==> config.mk <==
export PLATFORM = sky130hd
export DESIGN_NAME = fp_unpack_align
export DESIGN_NICKNAME = d
export VERILOG_FILES = /design/src/rtl/fp_pkg.sv /design/src/rtl/fp_operand_unpack.sv /design/src/rtl/fp_unpack_align.sv
export SDC_FILE = /design/constraint.sdc
export NUM_CORES = 1
export LEC_CHECK = 0
export ABC_AREA = 1
export CORE_MARGIN = 2
export CORE_UTILIZATION = 55
export CTS_BUF_LIST = sky130_fd_sc_hd__clkbuf_16
export DETAILED_ROUTE_END_ITERATION = 10
export PLACE_DENSITY = 0.82
export SLEW_MARGIN = 5
export SYNTH_ARGS = -nofsm -noshare
export SYNTH_HDL_FRONTEND = slang
export SYNTH_SLANG_ARGS = --single-unit
==> constraint.sdc <==
create_clock -name clk -period 3 [get_ports clk]
set_input_delay 0.9 -clock clk [delete_from_list [all_inputs] [get_ports clk]]
set_output_delay 0.9 -clock clk [all_outputs]
set_load 0.02 [all_outputs]
==> src/rtl/fp_pkg.sv <==
// rtl/fp_pkg.sv - shared widths, operand classes and stage bundles for fp_unpack_align
package fp_pkg;

  localparam int EXP_W      = 8;
  localparam int FRAC_W     = 23;
  localparam int GUARD_BITS = 8;
  localparam int MANT_W     = 32;
  localparam logic [EXP_W-1:0] EXP_MAX = 8'hFF;

  typedef enum logic [2:0] {ZERO, SUBNORM, NORMAL, INF, NAN} fp_class_t;

  typedef struct packed {
    logic              sign;
    logic [EXP_W-1:0]  exp;
    logic [MANT_W-1:0] mant32;
    fp_class_t         cls;
  } fp_operand_t;

  typedef struct packed {
    logic [31:0]       word_a;
    logic [31:0]       word_b;
    logic              sign_a;
    logic              sign_b;
    logic              nan_a;
    logic              nan_b;
    logic              inf_a;
    logic              inf_b;
    logic              zero_a;
    logic              zero_b;
    logic [EXP_W-1:0]  exp_large;
    logic [MANT_W-1:0] mant_large;
    logic [MANT_W-1:0] mant_small;
    logic              large_sign;
    logic              eff_sub;
    logic              swapped;
  } stage_t;

  // Right shift by d; everything pushed past bit 0 collapses into a sticky bit.
  function automatic logic [MANT_W-1:0] align_sticky(input logic [MANT_W-1:0] m,
                                                     input logic [EXP_W-1:0]  d);
    logic [MANT_W-1:0] lost_mask;
    logic [MANT_W-1:0] res;
    lost_mask = '0;
    if (d >= EXP_W'(MANT_W)) begin
      res = {{(MANT_W-1){1'b0}}, |m};
    end else begin
      lost_mask = (MANT_W'(1) << d) - MANT_W'(1);
      res = (m >> d) | {{(MANT_W-1){1'b0}}, |(m & lost_mask)};
    end
    return res;
  endfunction

endpackage

==> src/rtl/fp_operand_unpack.sv <==
// rtl/fp_operand_unpack.sv - combinational classification and field extraction of one binary32 word
module fp_operand_unpack
  import fp_pkg::*;
#(
  parameter int GUARD_BITS = fp_pkg::GUARD_BITS
) (
  input  logic [31:0]  word,
  output fp_operand_t  op
);

  logic [EXP_W-1:0]  exp_raw;
  logic [FRAC_W-1:0] frac;
  logic              hidden;

  assign exp_raw = word[30:23];
  assign frac    = word[22:0];
  assign hidden  = (exp_raw != '0);

  always_comb begin
    op.sign   = word[31];
    // Zeros and subnormals share the same 2^-126 scale, so both get exponent 1.
    op.exp    = hidden ? exp_raw : EXP_W'(1);
    op.mant32 = MANT_W'({hidden, frac}) << GUARD_BITS;
    if (exp_raw == EXP_MAX) begin
      op.cls = (frac != '0) ? NAN : INF;
    end else if (!hidden) begin
      op.cls = (frac != '0) ? SUBNORM : ZERO;
    end else begin
      op.cls = NORMAL;
    end
  end

endmodule

==> src/rtl/fp_unpack_align.sv <==
// rtl/fp_unpack_align.sv - two-stage unpack, magnitude swap and sticky alignment of a binary32 pair
module fp_unpack_align
  import fp_pkg::*;
#(
  parameter int GUARD_BITS = fp_pkg::GUARD_BITS
) (
  input  logic        clk,
  input  logic        rst_n,
  input  logic        in_valid,
  output logic        in_ready,
  input  logic [31:0] A,
  input  logic [31:0] B,
  output logic        out_valid,
  input  logic        out_ready,
  output logic        signA,
  output logic        signB,
  output logic        ANaN,
  output logic        BNaN,
  output logic        Ainf,
  output logic        Binf,
  output logic        Azero,
  output logic        Bzero,
  output logic [7:0]  exponentOut,
  output logic [31:0] mantLarge,
  output logic [31:0] mantSmall,
  output logic        largeSign,
  output logic        effSub,
  output logic        swapped,
  output logic [31:0] passA,
  output logic [31:0] passB
);

  fp_operand_t op_a;
  fp_operand_t op_b;

  fp_operand_unpack #(.GUARD_BITS(GUARD_BITS)) u_unpack_a (.word(A), .op(op_a));
  fp_operand_unpack #(.GUARD_BITS(GUARD_BITS)) u_unpack_b (.word(B), .op(op_b));

  logic             s1_valid;
  logic             s2_valid;
  stage_t           s1;
  stage_t           s2;
  logic [EXP_W-1:0] s1_shift;

  stage_t           s1_next;
  logic [EXP_W-1:0] shift_next;
  logic             swap;
  logic             s2_load;
  logic             s1_adv;
  logic             in_fire;

  assign s2_load  = !s2_valid || out_ready;
  assign s1_adv   = s1_valid && s2_load;
  assign in_ready = !s1_valid || s1_adv;
  assign in_fire  = in_valid && in_ready;

  // Exponent-then-fraction ordering equals an unsigned compare of the magnitude bits.
  assign swap = (B[30:0] > A[30:0]);

  always_comb begin
    s1_next            = '0;
    s1_next.word_a     = A;
    s1_next.word_b     = B;
    s1_next.sign_a     = op_a.sign;
    s1_next.sign_b     = op_b.sign;
    s1_next.nan_a      = (op_a.cls == NAN);
    s1_next.nan_b      = (op_b.cls == NAN);
    s1_next.inf_a      = (op_a.cls == INF);
    s1_next.inf_b      = (op_b.cls == INF);
    s1_next.zero_a     = (op_a.cls == ZERO);
    s1_next.zero_b     = (op_b.cls == ZERO);
    s1_next.swapped    = swap;
    s1_next.eff_sub    = op_a.sign ^ op_b.sign;
    s1_next.large_sign = swap ? op_b.sign   : op_a.sign;
    s1_next.exp_large  = swap ? op_b.exp    : op_a.exp;
    s1_next.mant_large = swap ? op_b.mant32 : op_a.mant32;
    s1_next.mant_small = swap ? op_a.mant32 : op_b.mant32;
    shift_next         = swap ? (op_b.exp - op_a.exp) : (op_a.exp - op_b.exp);
  end

  always_ff @(posedge clk or negedge rst_n) begin
    if (!rst_n) begin
      s1_valid <= 1'b0;
      s1       <= '0;
      s1_shift <= '0;
    end else begin
      if (in_fire) begin
        s1_valid <= 1'b1;
        s1       <= s1_next;
        s1_shift <= shift_next;
      end else if (s1_adv) begin
        s1_valid <= 1'b0;
      end
    end
  end

  always_ff @(posedge clk or negedge rst_n) begin
    if (!rst_n) begin
      s2_valid <= 1'b0;
      s2       <= '0;
    end else if (s2_load) begin
      s2_valid <= s1_valid;
      if (s1_valid) begin
        s2            <= s1;
        s2.mant_small <= align_sticky(s1.mant_small, s1_shift);
      end
    end
  end

  assign out_valid   = s2_valid;
  assign signA       = s2.sign_a;
  assign signB       = s2.sign_b;
  assign ANaN        = s2.nan_a;
  assign BNaN        = s2.nan_b;
  assign Ainf        = s2.inf_a;
  assign Binf        = s2.inf_b;
  assign Azero       = s2.zero_a;
  assign Bzero       = s2.zero_b;
  assign exponentOut = s2.exp_large;
  assign mantLarge   = s2.mant_large;
  assign mantSmall   = s2.mant_small;
  assign largeSign   = s2.large_sign;
  assign effSub      = s2.eff_sub;
  assign swapped     = s2.swapped;
  assign passA       = s2.word_a;
  assign passB       = s2.word_b;

endmodule

Yosys cells after proc, flatten, opt, wreduce, memory -nomap -nowiden
Cells that the tools add are included.

$add $sub $neg: 3. $lt $le $gt $ge: 2. Equal/unequal tests: 6. Shift-type cells: 2. Muxes and demuxes: 18. Bitwise operators: 3. Reduce and logical (&&, ||, !) cells: 16.

Operators by type and width (count): two-way mux 32 bit (3); OR reduction 32 bit (2); nonzero test 23 bit (2); AND 32 bit (1); two-way mux 8 bit (4); OR 32 x 1 -> 32 bit (1); left shift 1 x 8 -> 32 bit, first input constant (1); right shift 32 x 8 -> 32 bit (1); subtractor 32 x 2 -> 32 bit, second input constant (1); greater-than comparator 31 bit (1); two-way mux 3 bit (6); equality test 8 bit, second input constant (2); nonzero test 8 bit (2); subtractor 8 bit (2); >= comparator 8 x 6 -> 1 bit, second input constant (1); equality test 3 x 2 -> 1 bit, second input constant (2); equality test 3 bit, second input constant (2); zero test 3 bit (2); two-way mux 1 bit (5); logical AND 1 bit (2); zero test 1 bit (2); logical OR 1 bit (2); AND reduction 2 bit (1); nonzero test 2 bit (1); bitwise XOR 1 bit (1).

Bits in registers: 304. Input port bits: 68. Output and inout bits: 149. Word-level logic and storage cells: 85.

Depth between registers and ports, before layout
Gate-level depths: netlist of the first run.

Depth after elaboration: 6. Mapped depth: 18. Depth with buffers taken out: 17.

By module
Synthesis of the first run repeated with hierarchy kept, for this count alone.

Cell total of the unflattened synthesis: 2334. Area total of the unflattened synthesis: 17221.5 um2.

Modules (own cells, without submodules): fp_unpack_align (times used 1, cells an instance 2164, area each 16263.1 um2, sequential area each 7607.3 um2); fp_operand_unpack (times used 2, cells an instance 85, area each 479.2 um2, sequential area each 0.0 um2).

Worst setup path after synthesis of the first run
Ideal clock, no wire load.

Path type: input port to flip-flop. Start point: input B[24]. End point: register s1_shift[6]. Library setup time: 0.082 ns. Arrival time: 3.030 ns. Data required time: 2.918 ns. Slack: -0.112 ns. Stages on the path: 13. Buffers on the path: 0. Path through: inv_1 -> nand4_1 -> nor4_1 -> nor2_1 -> ha_1 -> fa_1 -> o31ai_1 -> a21oi_1 -> nor2_1 -> nor2_1 -> xnor2_1 -> nand2_1 -> a31oi_1.

Word-level cells in the longest chain between the ends: 4. Elaborated cells on any way between the ends: 6. Those cells by class: add/sub (2); order compare (1); mux (2); reduce/logical (1).

RTL lines: start: declaration (line fp_unpack_align.sv:12) `input logic [31:0] B,`; nonzero test 8 bit (line fp_operand_unpack.sv:17) `assign hidden = (exp_raw != '0);`; two-way mux 8 bit (line fp_operand_unpack.sv:22) `op.exp = hidden ? exp_raw : EXP_W'(1);`; subtractor 8 bit (line fp_unpack_align.sv:78) `shift_next = swap ? (op_b.exp - op_a.exp) : (op_a.exp - op_b.exp);`; two-way mux 8 bit * (line fp_unpack_align.sv:78); end signal: assignment (line fp_unpack_align.sv:90) `s1_shift <= shift_next;`; end: declaration (line fp_unpack_align.sv:43) `logic [EXP_W-1:0] s1_shift;`.

Mark *: on every way between the ends. The rest lies on a longest branch, timed or not. A chain may end at the register's enable or synchronous reset.

Worst setup path in the final report of the first run
Start point: input A[14]. End point: register s1[44] (netlist name).

Word-level cells in the longest chain between the ends: 2.

RTL lines: start: declaration (line fp_unpack_align.sv:11) `input logic [31:0] A,`; greater-than comparator 31 bit (line fp_unpack_align.sv:58) `assign swap = (B[30:0] > A[30:0]);`; two-way mux 32 bit (line fp_unpack_align.sv:76) `s1_next.mant_large = swap ? op_b.mant32 : op_a.mant32;`; end signal: assignment (line fp_unpack_align.sv:89) `s1 <= s1_next;`; end: declaration (line fp_unpack_align.sv:41) `stage_t s1;`.

Every way passes these cells.

==> results of run 1 <==
## flip-flops by register name, summed over array words and instances, names as in the netlist, 8 cells and up
| signal | flops |
|---|---|
| exponentOut | 8 |
| mantLarge | 24 |
| mantSmall | 32 |
| passA | 32 |
| passB | 32 |
| s1 | 129 |
| s1_shift | 8 |
## stage by stage
stage / cell area (µm²) / total power (µW) / cells / util, %
4_1_cts: 18900 / 13200 / 2549 / 73.0
3_3_place_gp: 17900 / 9610 / 2495 / 69.2
3_5_place_dp: 17900 / 9690 / 2495 / 69.2
6_report: 19200 / 13300 / 2554 / 74.0
5_1_grt: 19200 / 14000 / 2554 / 74.0
2_1_floorplan: 14500 / 7460 / 1891 / -
## per-layer routing
metal / vias to the layer above / routed length (µm) / part of all wire [%]
li1: 6695 / - / -
met1: 6897 / 21100 / 43
met2: 613 / 23100 / 47
met3: 114 / 3180 / 6.5
met4: 0 / 1700 / 3.5
met5: - / 0 / 0
## where the power goes
group | total (µW) | leakage [µW] | switching [µW] | internal [µW]
clock network | 3480 | 0.000469 | 1480 | 2000
logic | 4740 | 0.00593 | 2870 | 1870
registers | 5100 | 0.00344 | 613 | 4490
## critical path: cells and delay by family
kind / cells / cell delay (ns)
compound gates: 2 / 0.34
fa+ha+maj: 1 / 0.30
buf+inv: 5 / 1.10
simple gates: 8 / 0.77
## what timing repair did
action / CTS / global route
resized for setup: 28 / 44
pin swaps: 6 / 18
setup endpoints to repair: 57 / 62
cloned: 1 / 3
buffers inserted: 1 / 1
## cells in the final DEF (no fill, tap or decap), types with 6 or more instances in the layout
cell type        count
dlymetal6s2s_1      17
o21ai_0            220
clkinv_1             9
xor2_1               7
clkbuf_16           32
dfrtp_1            276
nand2_2              8
nor4_1               9
o22ai_1              9
inv_2               16
o21ai_1             32
nor2_2               9
nor2_1              89
clkdlybuf4s50_1    184
dlygate4sd2_1        6
mux2i_1              8
nand4_1             21
buf_12               9
nand2_1            639
nand3_1             98
conb_1               8
a21oi_1             47
inv_1              163
ha_1                40
buf_4              168
## cell families after synthesis
logic type | share of synthesized area, %
and+or+nand+nor | 25.7
AOI/OAI and AO/OA | 13.0
buffers and inverters | 7.97
DFF | 47.8
adders and majority gates | 4.18
xor gates and xnor gates | 0.728
muxes | 0.555
other | 0.0260
## final cells by class
cell class                 count  area [µm²]  share of cell area [%]
sequential                   276        6910                    36.0
multi-input combinational   1327        6600                    34.4
timing repair buffer         391        3690                    19.3
clock buffer                  29         726                    3.79
inverter                     172         647                    3.37
tap                          335         419                    2.19
clock inverter                23         176                   0.920
antenna                        1        2.50                  0.0131
## how the worst max path moves through the flow
stage	startpoint	to	slack, ns
floorplan	B[24]	s1_shift[6]	0.006
global placement	A[18]	s1[32]	-0.79
detailed placement	A[28]	s1[32]	-0.80
CTS	B[29]	s1_shift[6]	0.002
global route	A[22]	s1[50]	-0.04
finish	A[14]	s1[44]	0.02
==> impl_metrics.toml, run 1 <==
[logic_synthesis]
synth_area_um2 = 14400
ys.flop_type = "dfrtp_1"
synthArstFlopShare_pct = 100
yosys.cell_types.count = 49
ys_seq_area_share_pct = 47.8
synth_top_area_share_pct = 47.8
synth_area_leader_cell = "dfrtp_1"
synth-edff-count = 0
synthTopCellsByArea = "dfrtp_1 (48%), nand2_1 (17%), o21ai_0 (8.0%)"
synth_common_cells = "nand2_1 (645), dfrtp_1 (276), o21ai_0 (231)"
yosysMostFrequentCell = "nand2_1"
syn_inst = 1884
yosysWarnings = 0
syn_avg_cell_area_um2 = 7.66
ys_seq_elements = 276

[place]
io_buffers = 208
dpl.hpwl_mm = 35.3
pre_cts_slack_ns = -0.800
place.gp.congestion = 0.932

[run_status]
status = "complete, no violations"

[die]
dieArea_um2 = 27600
die_y_um = 166
pin_count = 217
rows = 59
fp.dieW_um = 166
core_area_um2 = 25900
initial_utilization_pct = 55.7

[clock_tree]
cts.sinks = 276
path_clk_slew_ns = 0.06
clockBufferDepth = 3
cts_tree = "done"
cts_htree_levels = 1
ctsRootBufferMaster = "clkbuf_16"
insertion_delay_ns = 0.56
cts_made_buffers = 29
hold_buffers = 0

[setup_path]
reg2reg_depth = 11
cpPeakStageDelay_ns = 0.52
crit_slowest_cell = "clkdlybuf4s50_1"
cpMostUsedCell = "nand2_1"
worst-setup-path-type = "input pin to flop"
cp-start-kind = "input pin"
required_ns = 3.43
crit_fanout = 20
critical_path_arrival_ns = 3.41
r2r-end = "mantSmall[13]"
critPathCaptureType = "flop"
regToRegStartpoint = "s1_shift[6]"
worstPathCellList = "clkdlybuf4s50_1 -> inv_1 -> ha_1 -> nand2_1 -> inv_1 -> nand3_1 -> nor2_1 -> o21ai_0 -> nand3b_1 -> nand2_1 -> nand2_1 -> nand2_2 -> buf_6 -> bufbuf_16 -> o21ai_0 -> nand2_1"
regToRegSetupSlack_ns = 0.47

[sta]
relSlewSlack_pct = 46.5
clock_skew_ns = 0.0129
fmax_ghz = 0.336
worst_slack_ns = 0.0211
finalCriticalPeriod_ns = 2.98
holdWs_ns = 0.281
period_share_pct = 99.3
slew_violations = 0
worstMarginPinSlew_ns = 0.802
setup_violations = 0
setup_tns_ns = 0
finalHoldViolCount = 0

[power]
leakage_uw = 0.00985
pwr_density_cell_nw_per_um2 = 695
peakVddDrop_v = 0.000634

[finish]
synthToLayoutAreaGrowth_pct = 32.8
finalNetCount = 2312
layout-drive-gt1-share_pct = 12.9
nFillCells = 1904

[detailed_routing]
via_count = 14300
drt-total-wl_mm = 49.1
drc = 0
drt_iter0_drc = 1260
ant_nets = 0
vias_per_cell = 5.61
post_drt_wl_per_cell_um = 19.2
first_pass_iters = 5

[global_routing]
grt_use_total_pct = 34.4
grt_use_met3_pct = 4.93
grt_pass1_wl_mm = 76.1
antenna_found_initial = 1
top_usage_layer = "met2"
use_met2_pct = 56.6
grt_overflow = 0
grtUsageMet1_pct = 47.3
grt_pass1_vias = 14000
grt_max_degree = 177

[job]
max_cap_viol_count = 0

[min_path]
hp-class = "input pin to async pin"
(Power assumes the default switching activity.)
==> inputs of run 2 (changes only) <==
--- a/config.mk
+++ b/config.mk
@@ -11,6 +11,7 @@
 export CTS_BUF_LIST = sky130_fd_sc_hd__clkbuf_16
 export DETAILED_ROUTE_END_ITERATION = 10
 export PLACE_DENSITY = 0.82
+export REMOVE_ABC_BUFFERS = 1
 export SLEW_MARGIN = 5
 export SYNTH_ARGS = -nofsm -noshare
 export SYNTH_HDL_FRONTEND = slang
==> run 2 against run 1 <==
Critical path type unchanged. Non-clock buffer count shrank 11. Sequential power barely moved. Count of clock-buffer cells in the layout did not move. Combinational power is essentially flat. Sequential cell count unchanged. Critical path depth decreased by 3.
==> impl_metrics.toml, run 2 (synthesized netlist as in run 1, its figures left out) <==
[clock_tree]
insertion_delay_ns = 0.56
cts_tree = "done"
clockBufferDepth = 3
hold_buffers = 0
path_clk_slew_ns = 0.06
cts.sinks = 276
cts_made_buffers = 29
cts_htree_levels = 1
ctsRootBufferMaster = "clkbuf_16"

[sta]
slew_violations = 0
period_share_pct = 98.4
finalHoldViolCount = 0
fmax_ghz = 0.339
relSlewSlack_pct = 53.7
holdWs_ns = 0.301
setup_violations = 0
finalCriticalPeriod_ns = 2.95
worstMarginPinSlew_ns = 0.694
clock_skew_ns = 0.00972
worst_slack_ns = 0.0468

[finish]
final_cells = 2547
layout_common_cells = "nand2_1 (637), dfrtp_1 (276), o21ai_0 (219)"
layout-drive-gt1-share_pct = 12.4
top_register = "s1"
synthToLayoutAreaGrowth_pct = 33.3
final_common_cell = "nand2_1"
largest_reg_flops = 129
final_util_pct = 74.3
finalNetCount = 2302

[global_routing]
grt_pass1_vias = 14200
grt_overflow = 0
grt_use_total_pct = 33.3
grt_max_degree = 129
grt_pass1_wl_mm = 74.4
antenna_found_initial = 3

[setup_path]
worst-setup-path-type = "input pin to flop"
critical_path_arrival_ns = 3.40
critPathCaptureType = "flop"
cp-start-kind = "input pin"
crit_fanout = 23
required_ns = 3.44

[detailed_routing]
via_count = 14300
ant_nets = 0
vias_per_cell = 5.63
post_drt_wl_per_cell_um = 18.7
drc = 0
drt-total-wl_mm = 47.5
drt_iter0_drc = 1322
first_pass_iters = 6

[power]
peakVddDrop_v = 0.000721
power.total_uw = 13400
pwr_density_cell_nw_per_um2 = 697
leakage_uw = 0.00982

[die]
dieArea_um2 = 27600
initial_utilization_pct = 55.7
die_y_um = 166
core_area_um2 = 25900
pin_count = 217
fp.dieW_um = 166
rows = 59

[run_status]
status = "complete, no violations"

[min_path]
hp-class = "input pin to async pin"

[job]
max_cap_viol_count = 0

[place]
pre_cts_slack_ns = -0.861
place.gp.congestion = 0.967
place_inst = 2481
dpl.hpwl_mm = 33.4
io_buffers = 208
[run 2: cell types whose count changed in the layout (fill, tap and decap cells not counted), moves of 3 or more]
| cell | before | now |
|---|---|---|
| dlymetal6s2s_1 | 17 | 11 |
| buf_12 | 9 | 13 |
| o21ai_1 | 32 | 35 |
| clkdlybuf4s50_1 | 184 | 192 |
| inv_1 | 163 | 167 |
| buf_4 | 168 | 153 |
| clkinv_1 | 9 | 6 |
| inv_2 | 16 | 12 |
[run 2: final timing paths]
check	slack, ns	end	from	cells after the start
min in group clk	0.48	passB[26]	s1[109]	2
worst max register to register	0.33	mantSmall[0]	s1_shift[3]	15
worst min register to register	0.48	passB[26]	s1[109]	2
worst min-delay path	0.30	s1[0]	rst_n	1
worst max-delay path	0.05	s1[43]	B[28]	13
max in group asynchronous	1.94	mantSmall[0]	rst_n	2
[run 2: layer usage]
layer  GRT usage [%]  part of all wire [%]  vias to the layer above
met1            44.6                    41                     6844
li1                -                     -                     6697
met3            6.20                   7.5                      140
met2            54.2                    47                      647
met4            13.1                   3.9                        0
met5               0                     0                        -
[run 2: critical path, stage by stage]
cell and delay [ns]:
clkdlybuf4s50_1 0.45, ha_1 0.34, nand2_2 0.09, nor3_4 0.22, nand3_4 0.13, buf_4 0.16
a21oi_4 0.18, a211oi_4 0.08, nand2_2 0.08, nand2_4 0.11, bufbuf_16 0.33, o21ai_0 0.21
nand2_1 0.09
[run 2: layout make-up]
cell class                 count  area, µm²
tap                          335        419
fill                        1865       6660
inverter                     172        653
sequential                   276       6910
clock inverter                24        219
multi-input combinational   1328       6660
antenna                        3       7.51
clock buffer                  29        726
timing repair buffer         380       3660
[run 2: stage by stage]
| stage | instance area, µm² | TNS (ns) |
|---|---|---|
| after floorplan | 14000 | -546.01 |
| after global placement | 17900 | -39.42 |
| after detailed placement | 17900 | -41.98 |
| after CTS | 18900 | 0 |
| after global routing | 19200 | -0.599 |
| final | 19200 | 0 |
[run 2: power breakdown]
part	switching [µW]	internal [µW]	total [µW]
logic	2820	1900	4710
clock network	1500	2090	3600
registers	610	4490	5100
total	4930	8480	13400
[run 2: repair_timing]
item / CTS / global route
gates resized for setup: 15 / 52
buffers inserted: 0 / 3
cloned: 1 / 6
pin swaps: 2 / 15
setup endpoints to repair: 54 / 63
==> inputs of run 3 (changes only) <==
--- a/config.mk
+++ b/config.mk
@@ -7,10 +7,10 @@
 export LEC_CHECK = 0
 export ABC_AREA = 1
 export CORE_MARGIN = 2
-export CORE_UTILIZATION = 55
+export CORE_UTILIZATION = 35
 export CTS_BUF_LIST = sky130_fd_sc_hd__clkbuf_16
 export DETAILED_ROUTE_END_ITERATION = 10
-export PLACE_DENSITY = 0.82
+export PLACE_DENSITY = 0.57
 export REMOVE_ABC_BUFFERS = 1
 export SLEW_MARGIN = 5
 export SYNTH_ARGS = -nofsm -noshare
==> run 3 against run 2 <==
First-iteration DRC count is 37% lower. Non-clock buffer count is 2 lower. Final area increased by 1.3%. Clock power fell by 2%. Global-route usage decreased by 11 points. Sequential power shrank 0.8%. Critical path type unchanged. Critical endpoint is now s1[32]. Largest cell class unchanged.
==> impl_metrics.toml, run 3 (synthesized netlist as in run 1, its figures left out) <==
[run_status]
status = "complete, no violations"

[sta]
setup_violations = 0
finalCriticalPeriod_ns = 2.89
fmax_ghz = 0.346
finalHoldViolCount = 0
period_share_pct = 96.5
clock_skew_ns = 0.0149
relSlewSlack_pct = 63.4
worst_slack_ns = 0.106
slew_violations = 0
worstMarginPinSlew_ns = 0.549

[place]
place.gp.congestion = 0.907
dpl.hpwl_mm = 35.4
io_buffers = 208
pre_cts_slack_ns = -0.965

[detailed_routing]
ant_nets = 0
post_drt_wl_per_cell_um = 17.9
first_pass_iters = 5
drt-total-wl_mm = 49.0
drt_iter0_drc = 827
drc = 0
via_count = 13700
vias_per_cell = 4.98

[finish]
layout_common_cells = "nand2_1 (638), dfrtp_1 (276), o21ai_0 (215)"
final_util_pct = 47.9
finalNetCount = 2300
largest_reg_flops = 129
synthToLayoutAreaGrowth_pct = 35.0
nFillCells = 4089
final_common_cell = "nand2_1"
layout-drive-gt1-share_pct = 12.5
top_register = "s1"

[clock_tree]
cts_tree = "done"
cts.sinks = 276
cts_htree_levels = 1
insertion_delay_ns = 0.57
ctsRootBufferMaster = "clkbuf_16"
cts_made_buffers = 30
path_clk_slew_ns = 0.06
clockBufferDepth = 3

[global_routing]
grt_max_degree = 111
grt_use_total_pct = 22.3
grt_pass1_wl_mm = 77.1
antenna_found_initial = 2
grt_overflow = 0
grt_pass1_vias = 13600

[setup_path]
cp-start-kind = "input pin"
worst-setup-path-type = "input pin to flop"
critical_path_arrival_ns = 3.35
required_ns = 3.46
critPathCaptureType = "flop"
regToRegSetupSlack_ns = 0.35
crit_fanout = 30

[die]
pin_count = 217
rows = 74
fp.dieW_um = 207
dieArea_um2 = 42900
core_area_um2 = 40700
die_y_um = 207
initial_utilization_pct = 35.4

[min_path]
hp-class = "input pin to async pin"

[power]
pwr_density_cell_nw_per_um2 = 683
peakVddDrop_v = 0.000553
leakage_uw = 0.00980

[job]
max_cap_viol_count = 0
[run 3: cell types whose count changed in the layout (fill, tap and decap cells not counted), moves of 2 or more]
| cell | previous run | this run |
|---|---|---|
| o21ai_4 | 0 | 2 |
| buf_16 | 0 | 2 |
| buf_6 | 1 | 5 |
| dlygate4sd2_1 | 4 | 6 |
| bufinv_16 | 4 | 2 |
| buf_4 | 153 | 145 |
| clkinv_2 | 3 | 6 |
| clkdlybuf4s50_1 | 192 | 190 |
| diode_2 | 3 | 1 |
| o21ai_0 | 219 | 215 |
[run 3: layout make-up]
cell class	count	area (µm²)	area share, %
clock buffer	30	751	3.85
tap	532	666	3.41
clock inverter	25	179	0.918
antenna	1	2.50	0.0128
inverter	172	651	3.34
timing repair buffer	378	3700	19.0
sequential	276	6910	35.4
multi-input combinational	1327	6640	34.1
[run 3: path summary, 6_finish.rpt]
path,from,endpoint,cells past startpoint
min in group clk,s1[107],passB[24],2
min reg2reg,s1[107],passB[24],2
max in group asynchronous,rst_n,passA[21],2
min,rst_n,passA[12],1
max reg2reg,s1_shift[3],mantSmall[0],15
max,A[14],s1[32],15
[run 3: worst max-delay path: stages]
cell and delay [ns]:
clkdlybuf4s50_1 0.53, inv_1 0.08, ha_1 0.30, nand2_1 0.08, inv_1 0.06, nand3_1 0.10, nor2_2 0.16, o21ai_1 0.09
nand3b_1 0.16, nand2_1 0.09, nand2_2 0.08, nand2_4 0.08, bufbuf_16 0.33, o21ai_0 0.22, nand2_1 0.07
[run 3: through the flow]
| step | total power (µW) | cell area [µm²] | TNS (ns) | std cells | hold WS [ns] |
|---|---|---|---|---|---|
| 6_report | 13300 | 19500 | 0 | 2741 | 0.200 |
| 2_1_floorplan | 7370 | 14000 | -546.01 | 1775 | 0.442 |
| 3_5_place_dp | 9680 | 18100 | -53.98 | 2671 | 0.465 |
| 4_1_cts | 13400 | 19200 | 0 | 2730 | 0.187 |
| 3_3_place_gp | 9650 | 18100 | -52.14 | 2671 | 0.456 |
| 5_1_grt | 14100 | 19500 | -0.0225 | 2741 | 0.200 |
[run 3: metal layers]
layer | track usage (%) | vias up | wire length, µm | part of all wire, %
li1 | - | 6696 | - | -
met2 | 37.1 | 337 | 23200 | 47
met4 | 4.04 | 2 | 762 | 1.6
met1 | 31.3 | 6560 | 22500 | 46
met3 | 3.17 | 56 | 2450 | 5.0
met5 | 0 | - | 11 | 0.022
[run 3: what timing repair did]
| action | CTS | global route |
|---|---|---|
| hold endpoints to repair | 0 | 0 |
| buffers inserted | 1 | 6 |
| resized for setup | 35 | 49 |
| gates cloned | 3 | 4 |
| pin swaps | 5 | 13 |
| hold buffers | 0 | 0 |
| setup endpoints to repair | 66 | 64 |
[run 3: report_power, final]
| group | internal [µW] | switching [µW] | total (µW) |
|---|---|---|---|
| clock network | 1980 | 1560 | 3540 |
| logic | 1900 | 2810 | 4710 |
| registers | 4490 | 578 | 5060 |
